**src/rtl/ccb_cmd_decoder_gen.sv**
```systemverilog
// ccb_cmd_decoder_gen
// Decodes active-low CCB command/data strobes from the backplane into
// one-cycle pulses, a RUN level, NSTR stretched reset pulses of programmable
// length and a captured data byte. Commands and data are taken only on the
// first cycle a strobe is seen asserted, so a long strobe acts once.
// The stretch channels and the RUN flop can be triplicated with majority
// voting, so that a single upset copy does not disturb SRST/RUN.
module ccb_cmd_decoder_gen #(
    parameter int                TMR       = 0,
    parameter int                NSTR      = 2,
    parameter logic [6*NSTR-1:0] STR_CODES = {6'h04, 6'h03},
    parameter int                CW        = 4,
    parameter int                STR_LEN   = 15
) (
    input  logic            CLKCMS,
    input  logic            RST,
    input  logic            CLKENAIN,
    input  logic            L1ARSTIN,
    input  logic            BXRSTIN,
    input  logic            BX0IN,
    input  logic            CMDSTRB,
    input  logic            DATASTRB,
    input  logic [5:0]      CCBCMD,
    input  logic [7:0]      CCBDATA,
    output logic            CLKENA,
    output logic            BX0,
    output logic            BXRST,
    output logic            L1ARST,
    output logic            BC0,
    output logic            START_TRG,
    output logic            STOP_TRG,
    output logic            RUN,
    output logic [2:0]      TTCCAL,
    output logic [NSTR-1:0] SRST,
    output logic [7:0]      DATA,
    output logic            DATA_VLD,
    output logic            DATA_RST
);

    localparam int            NCOPY    = (TMR != 0) ? 3 : 1;
    localparam logic [CW-1:0] STR_LAST = CW'(STR_LEN);

    localparam logic [5:0] CMD_BC0    = 6'h01;
    localparam logic [5:0] CMD_START  = 6'h06;
    localparam logic [5:0] CMD_STOP   = 6'h07;
    localparam logic [5:0] CMD_TTC0   = 6'h14;
    localparam logic [5:0] CMD_TTC1   = 6'h15;
    localparam logic [5:0] CMD_TTC2   = 6'h16;
    localparam logic [7:0] DATA_RST0  = 8'h54;
    localparam logic [7:0] DATA_RST1  = 8'h55;

    typedef enum logic {
        STR_IDLE   = 1'b0,
        STR_ACTIVE = 1'b1
    } strState_t;

    function automatic logic maj1(input logic a, input logic b, input logic c);
        return (a & b) | (a & c) | (b & c);
    endfunction

    function automatic logic [CW-1:0] majVec(input logic [CW-1:0] a,
                                             input logic [CW-1:0] b,
                                             input logic [CW-1:0] c);
        return (a & b) | (a & c) | (b & c);
    endfunction

    logic       clkEna_q, bx0_q, bxRst_q, l1aRst_q;
    logic       cmdStrb_q, cmdStrbPrev_q, dataStrb_q, dataStrbPrev_q;
    logic [5:0] cmd_q;
    logic [7:0] data_q;
    logic       cmdTake, dataTake;

    logic       bc0_q, start_q, stop_q, dataVld_q, dataRst_q;
    logic [2:0] ttcCal_q;
    logic [7:0] dataOut_q;

    logic       run_q [NCOPY];
    logic       runV, run_d;

    // Input flops: invert pins to true polarity; strobe history resets to
    // "already seen" so a strobe held through reset is not taken again.
    always_ff @(posedge CLKCMS or posedge RST) begin
        if (RST) begin
            clkEna_q       <= 1'b0;
            bx0_q          <= 1'b0;
            bxRst_q        <= 1'b0;
            l1aRst_q       <= 1'b0;
            cmdStrb_q      <= 1'b1;
            cmdStrbPrev_q  <= 1'b1;
            dataStrb_q     <= 1'b1;
            dataStrbPrev_q <= 1'b1;
            cmd_q          <= '0;
            data_q         <= '0;
        end else begin
            clkEna_q       <= ~CLKENAIN;
            bx0_q          <= ~BX0IN;
            bxRst_q        <= ~BXRSTIN;
            l1aRst_q       <= ~L1ARSTIN;
            cmdStrb_q      <= ~CMDSTRB;
            cmdStrbPrev_q  <= cmdStrb_q;
            dataStrb_q     <= ~DATASTRB;
            dataStrbPrev_q <= dataStrb_q;
            cmd_q          <= ~CCBCMD;
            data_q         <= ~CCBDATA;
        end
    end

    assign cmdTake  = cmdStrb_q & ~cmdStrbPrev_q;
    assign dataTake = dataStrb_q & ~dataStrbPrev_q;

    // One-cycle command pulses and data capture, registered one edge after sampling.
    always_ff @(posedge CLKCMS or posedge RST) begin
        if (RST) begin
            bc0_q     <= 1'b0;
            start_q   <= 1'b0;
            stop_q    <= 1'b0;
            ttcCal_q  <= '0;
            dataVld_q <= 1'b0;
            dataRst_q <= 1'b0;
            dataOut_q <= '0;
        end else begin
            bc0_q       <= cmdTake && (cmd_q == CMD_BC0);
            start_q     <= cmdTake && (cmd_q == CMD_START);
            stop_q      <= cmdTake && (cmd_q == CMD_STOP);
            ttcCal_q[0] <= cmdTake && (cmd_q == CMD_TTC0);
            ttcCal_q[1] <= cmdTake && (cmd_q == CMD_TTC1);
            ttcCal_q[2] <= cmdTake && (cmd_q == CMD_TTC2);
            dataVld_q   <= dataTake;
            dataRst_q   <= dataTake && ((data_q == DATA_RST0) || (data_q == DATA_RST1));
            if (dataTake) begin
                dataOut_q <= data_q;
            end
        end
    end

    if (TMR != 0) begin : g_runVote
        assign runV = maj1(run_q[0], run_q[1], run_q[2]);
    end else begin : g_runSingle
        assign runV = run_q[0];
    end

    // RUN next state from the voted level: set by start, cleared by stop.
    always_comb begin
        run_d = runV;
        if (cmdTake && (cmd_q == CMD_START)) begin
            run_d = 1'b1;
        end else if (cmdTake && (cmd_q == CMD_STOP)) begin
            run_d = 1'b0;
        end
    end

    // RUN copies all reload from the voted next state, scrubbing any upset.
    always_ff @(posedge CLKCMS or posedge RST) begin
        if (RST) begin
            for (int c = 0; c < NCOPY; c++) run_q[c] <= 1'b0;
        end else begin
            for (int c = 0; c < NCOPY; c++) run_q[c] <= run_d;
        end
    end

    for (genvar i = 0; i < NSTR; i++) begin : g_chan
        strState_t     state_q [NCOPY];
        logic [CW-1:0] cnt_q   [NCOPY];
        strState_t     stateV, state_d;
        logic [CW-1:0] cntV, cnt_d;
        logic          trig;

        assign trig = cmdTake && (cmd_q == STR_CODES[6*i +: 6]);

        if (TMR != 0) begin : g_vote
            assign stateV = strState_t'(maj1(state_q[0], state_q[1], state_q[2]));
            assign cntV   = majVec(cnt_q[0], cnt_q[1], cnt_q[2]);
        end else begin : g_single
            assign stateV = state_q[0];
            assign cntV   = cnt_q[0];
        end

        // Stretch FSM: trigger (or retrigger) restarts the count; the pulse
        // ends synchronously once the count reaches STR_LAST.
        always_comb begin
            state_d = stateV;
            cnt_d   = cntV;
            if (stateV == STR_IDLE) begin
                if (trig) begin
                    state_d = STR_ACTIVE;
                    cnt_d   = '0;
                end
            end else begin
                if (trig) begin
                    cnt_d = '0;
                end else if (cntV == STR_LAST) begin
                    state_d = STR_IDLE;
                    cnt_d   = '0;
                end else begin
                    cnt_d = cntV + 1'b1;
                end
            end
        end

        // Stretch state/counter copies, all loaded from the voted next state.
        always_ff @(posedge CLKCMS or posedge RST) begin
            if (RST) begin
                for (int c = 0; c < NCOPY; c++) begin
                    state_q[c] <= STR_IDLE;
                    cnt_q[c]   <= '0;
                end
            end else begin
                for (int c = 0; c < NCOPY; c++) begin
                    state_q[c] <= state_d;
                    cnt_q[c]   <= cnt_d;
                end
            end
        end

        assign SRST[i] = (stateV == STR_ACTIVE);
    end

    assign CLKENA    = clkEna_q;
    assign BX0       = bx0_q;
    assign BXRST     = bxRst_q;
    assign L1ARST    = l1aRst_q;
    assign BC0       = bc0_q;
    assign START_TRG = start_q;
    assign STOP_TRG  = stop_q;
    assign RUN       = runV;
    assign TTCCAL    = ttcCal_q;
    assign DATA      = dataOut_q;
    assign DATA_VLD  = dataVld_q;
    assign DATA_RST  = dataRst_q;

endmodule

```
**config.mk**
```make
export PLATFORM = sky130hd
export DESIGN_NAME = ccb_cmd_decoder_gen
export DESIGN_NICKNAME = d
export VERILOG_FILES = /design/src/rtl/ccb_cmd_decoder_gen.sv
export SDC_FILE = /design/constraint.sdc
export NUM_CORES = 1
export LEC_CHECK = 0
export BUFFER_PORTS_ARGS = -buffer_cell sky130_fd_sc_hd__buf_2
export CAP_MARGIN = 20
export CORE_MARGIN = 8
export CORE_UTILIZATION = 54
export CTS_BUF_LIST = sky130_fd_sc_hd__clkbuf_8
export DETAILED_ROUTE_END_ITERATION = 7
export PLACE_DENSITY = 0.91
export SETUP_SLACK_MARGIN = 0.5
export SKIP_LAST_GASP = 1
export SYNTH_ARGS = -nofsm -noshare
export SYNTH_HDL_FRONTEND = slang
export SYNTH_SLANG_ARGS = --single-unit
export TNS_END_PERCENT = 1
```
**constraint.sdc**
```tcl
create_clock -name CLKCMS -period 1.7 [get_ports CLKCMS]
set_input_delay 0.17 -clock CLKCMS [delete_from_list [all_inputs] [get_ports CLKCMS]]
set_output_delay 0.17 -clock CLKCMS [all_outputs]
set_load 0.01 [all_outputs]
```
==> results.sh <==
export IMPL_outcome="finished, final reports clean"
export IMPL_die_h_um=73.5
export IMPL_overflow=0
export IMPL_synth_enable_flop_cells=0
export IMPL_power_total_w=0.00284
export IMPL_synthCells=152
export IMPL_num_io_pins=45
export IMPL_avgSynthCellArea_um2=11.7
export IMPL_vias=1259
export IMPL_dr_pass1_iters=4
export IMPL_fin_crit_sh_pct=87.6
export IMPL_track_usage_pct=13.9
export IMPL_worst_setup_path_type="reg2reg"
export IMPL_antenna_diode_count=0
export IMPL_cp_max_fo=5
export IMPL_synth_async_reset_ratio_pct=100
export IMPL_dr_first_iter_drc_count=158
export IMPL_maxCapViolCount=0
export IMPL_dieWidth_um=73.5
export IMPL_hp_start="L1ARSTIN"
export IMPL_wirelength_um=3630
export IMPL_ys_warn_count=0
export IMPL_r2r_start="cmdStrb_q$_DFF_PP1_"
export IMPL_io_buffer_count=44
export IMPL_grt_pass1_vias=1253
export IMPL_netlist_area_um2=1780
export IMPL_clk_pin_slew_worst_paths_ps=80
export IMPL_clk_latency_ps=300
export IMPL_syn2layout_area_growth_pct=31.5
export IMPL_yosys_area_top_type_share_pct=63.1
export IMPL_tightest_slew_ps=502
export IMPL_cts_buffers=5
export IMPL_grt_first_pass_wirelength_um=5620
export IMPL_setup_viol=0
export IMPL_placed_cells=238
export IMPL_yosysSeqAreaShare_pct=69.0
export IMPL_finalMaxSlewViolations=0
export IMPL_die_area_um2=5400
export IMPL_hp_class="in2reg"
export IMPL_synth_distinct_cells=28
export IMPL_required_ps=1880
export IMPL_cts_root_buf="clkbuf_8"
export IMPL_end_kind="flop"
export IMPL_ant_nets=0
export IMPL_finish_utilization_pct=72.0
export IMPL_nets=238
export IMPL_slew_limit_headroom_pct=66.5
export IMPL_timing_setup_tns_ps=0
export IMPL_reg2regPathDepth=3
export IMPL_hold_depth=2
export IMPL_holdWs_ps=15.0
export IMPL_cts_sinks=49
export IMPL_grt_max_degree=26
export IMPL_wire_per_inst_um=13.9
export IMPL_postCtsSetupRepairBufs=0
export IMPL_hpwl_um=2350
export IMPL_crit_start="cmdStrb_q$_DFF_PP1_"
export IMPL_yosysTopAreaCell="dfrtp_1"
export IMPL_rows=21
export IMPL_viasPerCell=4.82
export IMPL_rsz0062_at_grt="yes"
export IMPL_drive_gt1_share_pct=28.8
export IMPL_period_needed_ps=1490
export IMPL_clock_path_buffers=2
export IMPL_hold_viol_final=0
export IMPL_cts_resized=0
export IMPL_worst_ep_arrival_time_ps=1670
export IMPL_synthMostInstantiatedCell="dfrtp_1"
export IMPL_remaining_drc_errors=0
export IMPL_synth_ff_type="dfrtp_1"
export IMPL_core_um2=3260
export IMPL_start_kind="flop"
export IMPL_layout_cells_non_filler=261
export IMPL_fmax_mhz=672
export IMPL_power_density_nw_per_um2=1210
export IMPL_cts_tree="yes"
export IMPL_yosys_top_cells_count="dfrtp_1 (45), nand2_1 (27), inv_1 (22)"
export IMPL_vdd_drop_max_mv=1.04
export IMPL_ys_ff_latch=49
export IMPL_antenna_found_initial=0
export IMPL_start_util_pct=54.8
export IMPL_skew_ps=8.41
export IMPL_cts_htree_levels=2
export IMPL_synth_area_top_cells="dfrtp_1 (63%), dfstp_2 (5.9%), nand2_1 (5.7%)"
export IMPL_gp_congestion=0.780
export IMPL_p_leak_nw=1.24
export IMPL_syn_num_nets=176
-- path summary, 6_finish.rpt --
check	endpoint	slack (ps)
worst max-delay path	g_chan[0].cntV[3]$_DFFE_PP0P_	210
worst min-delay path	L1ARST$_DFF_PP0_	10
worst max register to register	g_chan[0].cntV[3]$_DFFE_PP0P_	210
worst min register to register	cmdStrbPrev_q$_DFF_PP1_	370
max in group asynchronous	cmdStrb_q$_DFF_PP1_	700
min in group asynchronous	DATA[6]$_DFFE_PP0P_	430
-- logic make-up (layout without fill, tap and decap cells) --
kind of cell | Yosys count | in the layout | share of synthesized area [%]
AOI/OAI and AO/OA | 8 | 8 | 3.02
xor gates and xnor gates | 2 | 2 | 0.982
adders and majority gates | 2 | 2 | 1.40
buffers and inverters | 28 | 91 | 6.31
DFF | 49 | 49 | 69.0
and+or+nand+nor | 59 | 59 | 17.0
muxes | 4 | 4 | 2.31
-- area by class of cell --
| class | instances | area, um^2 |
|---|---|---|
| multi-input cells | 75 | 447 |
| fillers | 232 | 912 |
| flip-flops and latches | 49 | 1230 |
| clock inverters | 3 | 65.1 |
| repair buffers | 60 | 390 |
| well taps | 46 | 57.6 |
| clock buffers | 5 | 68.8 |
| inverters | 23 | 86.3 |
-- registers in the layout, summed over array words and instances (netlist names) --
register,cells
BXRST,1
cmdStrbPrev_q,1
g_chan.stateV,2
L1ARST,1
TTCCAL,3
BX0,1
cmd_q,6
CLKENA,1
g_chan.cntV,8
dataStrbPrev_q,1
DATA_RST,1
data_q,8
BC0,1
DATA_VLD,1
STOP_TRG,1
RUN,1
DATA,8
cmdStrb_q,1
dataStrb_q,1
START_TRG,1
-- where the power goes --
part | internal, W | switching [W]
logic | 0.000215 | 0.000202
registers | 0.00132 | 0.000158
clock network | 0.000584 | 0.000364
-- per-layer routing --
| metal | global-route usage [%] | wire [um] | up-vias |
|---|---|---|---|
| met5 | 0 | 0 | - |
| met2 | 23.1 | 1910 | 44 |
| met3 | 5.73 | 254 | 8 |
| met4 | 5.54 | 72 | 0 |
| met1 | 15.3 | 1400 | 600 |
| li1 | - | - | 607 |
-- worst max-delay path: stages (launching register included) --
cell	delay, ps
dfstp_2	540
or4b_4	490
nor4_4	260
nor3_1	90
-- through the flow --
stage,setup WS [ps],area (um^2)
2_1_floorplan,306,1790
3_3_place_gp,265,2060
3_5_place_dp,222,2060
4_1_cts,197,2340
5_1_grt,126,2350
6_report,211,2350
-- cell usage in the layout (no fill, tap or decap), drive strengths merged --
| cell type | count |
|---|---|
| ha | 2 |
| nor3b | 1 |
| buf | 45 |
| a21oi | 3 |
| xor2 | 2 |
| a41oi | 2 |
| dfrtp | 45 |
| nand3 | 5 |
| nand2 | 27 |
| clkinv | 2 |
| nand2b | 3 |
| nand4b | 1 |
| dfstp | 4 |
| a21o | 2 |
| mux2i | 3 |
| nor4b | 1 |
| nor3 | 3 |
| dlygate4sd3 | 15 |
| bufinv | 2 |
| nor4 | 3 |
| mux2 | 1 |
| and4b | 1 |
| nand3b | 1 |
| clkbuf | 5 |
| a31oi | 1 |
| or4b | 1 |
| nor2 | 11 |
| or4bb | 1 |
| inv | 22 |
-- timing repair --
action / 4_1_cts / 5_1_grt
endpoints found under the hold margin: 35 / 1
endpoints found under the setup margin: 24 / 28
hold buffers: 14 / 1
No activity file was read; power rests on OpenSTA's default activity.
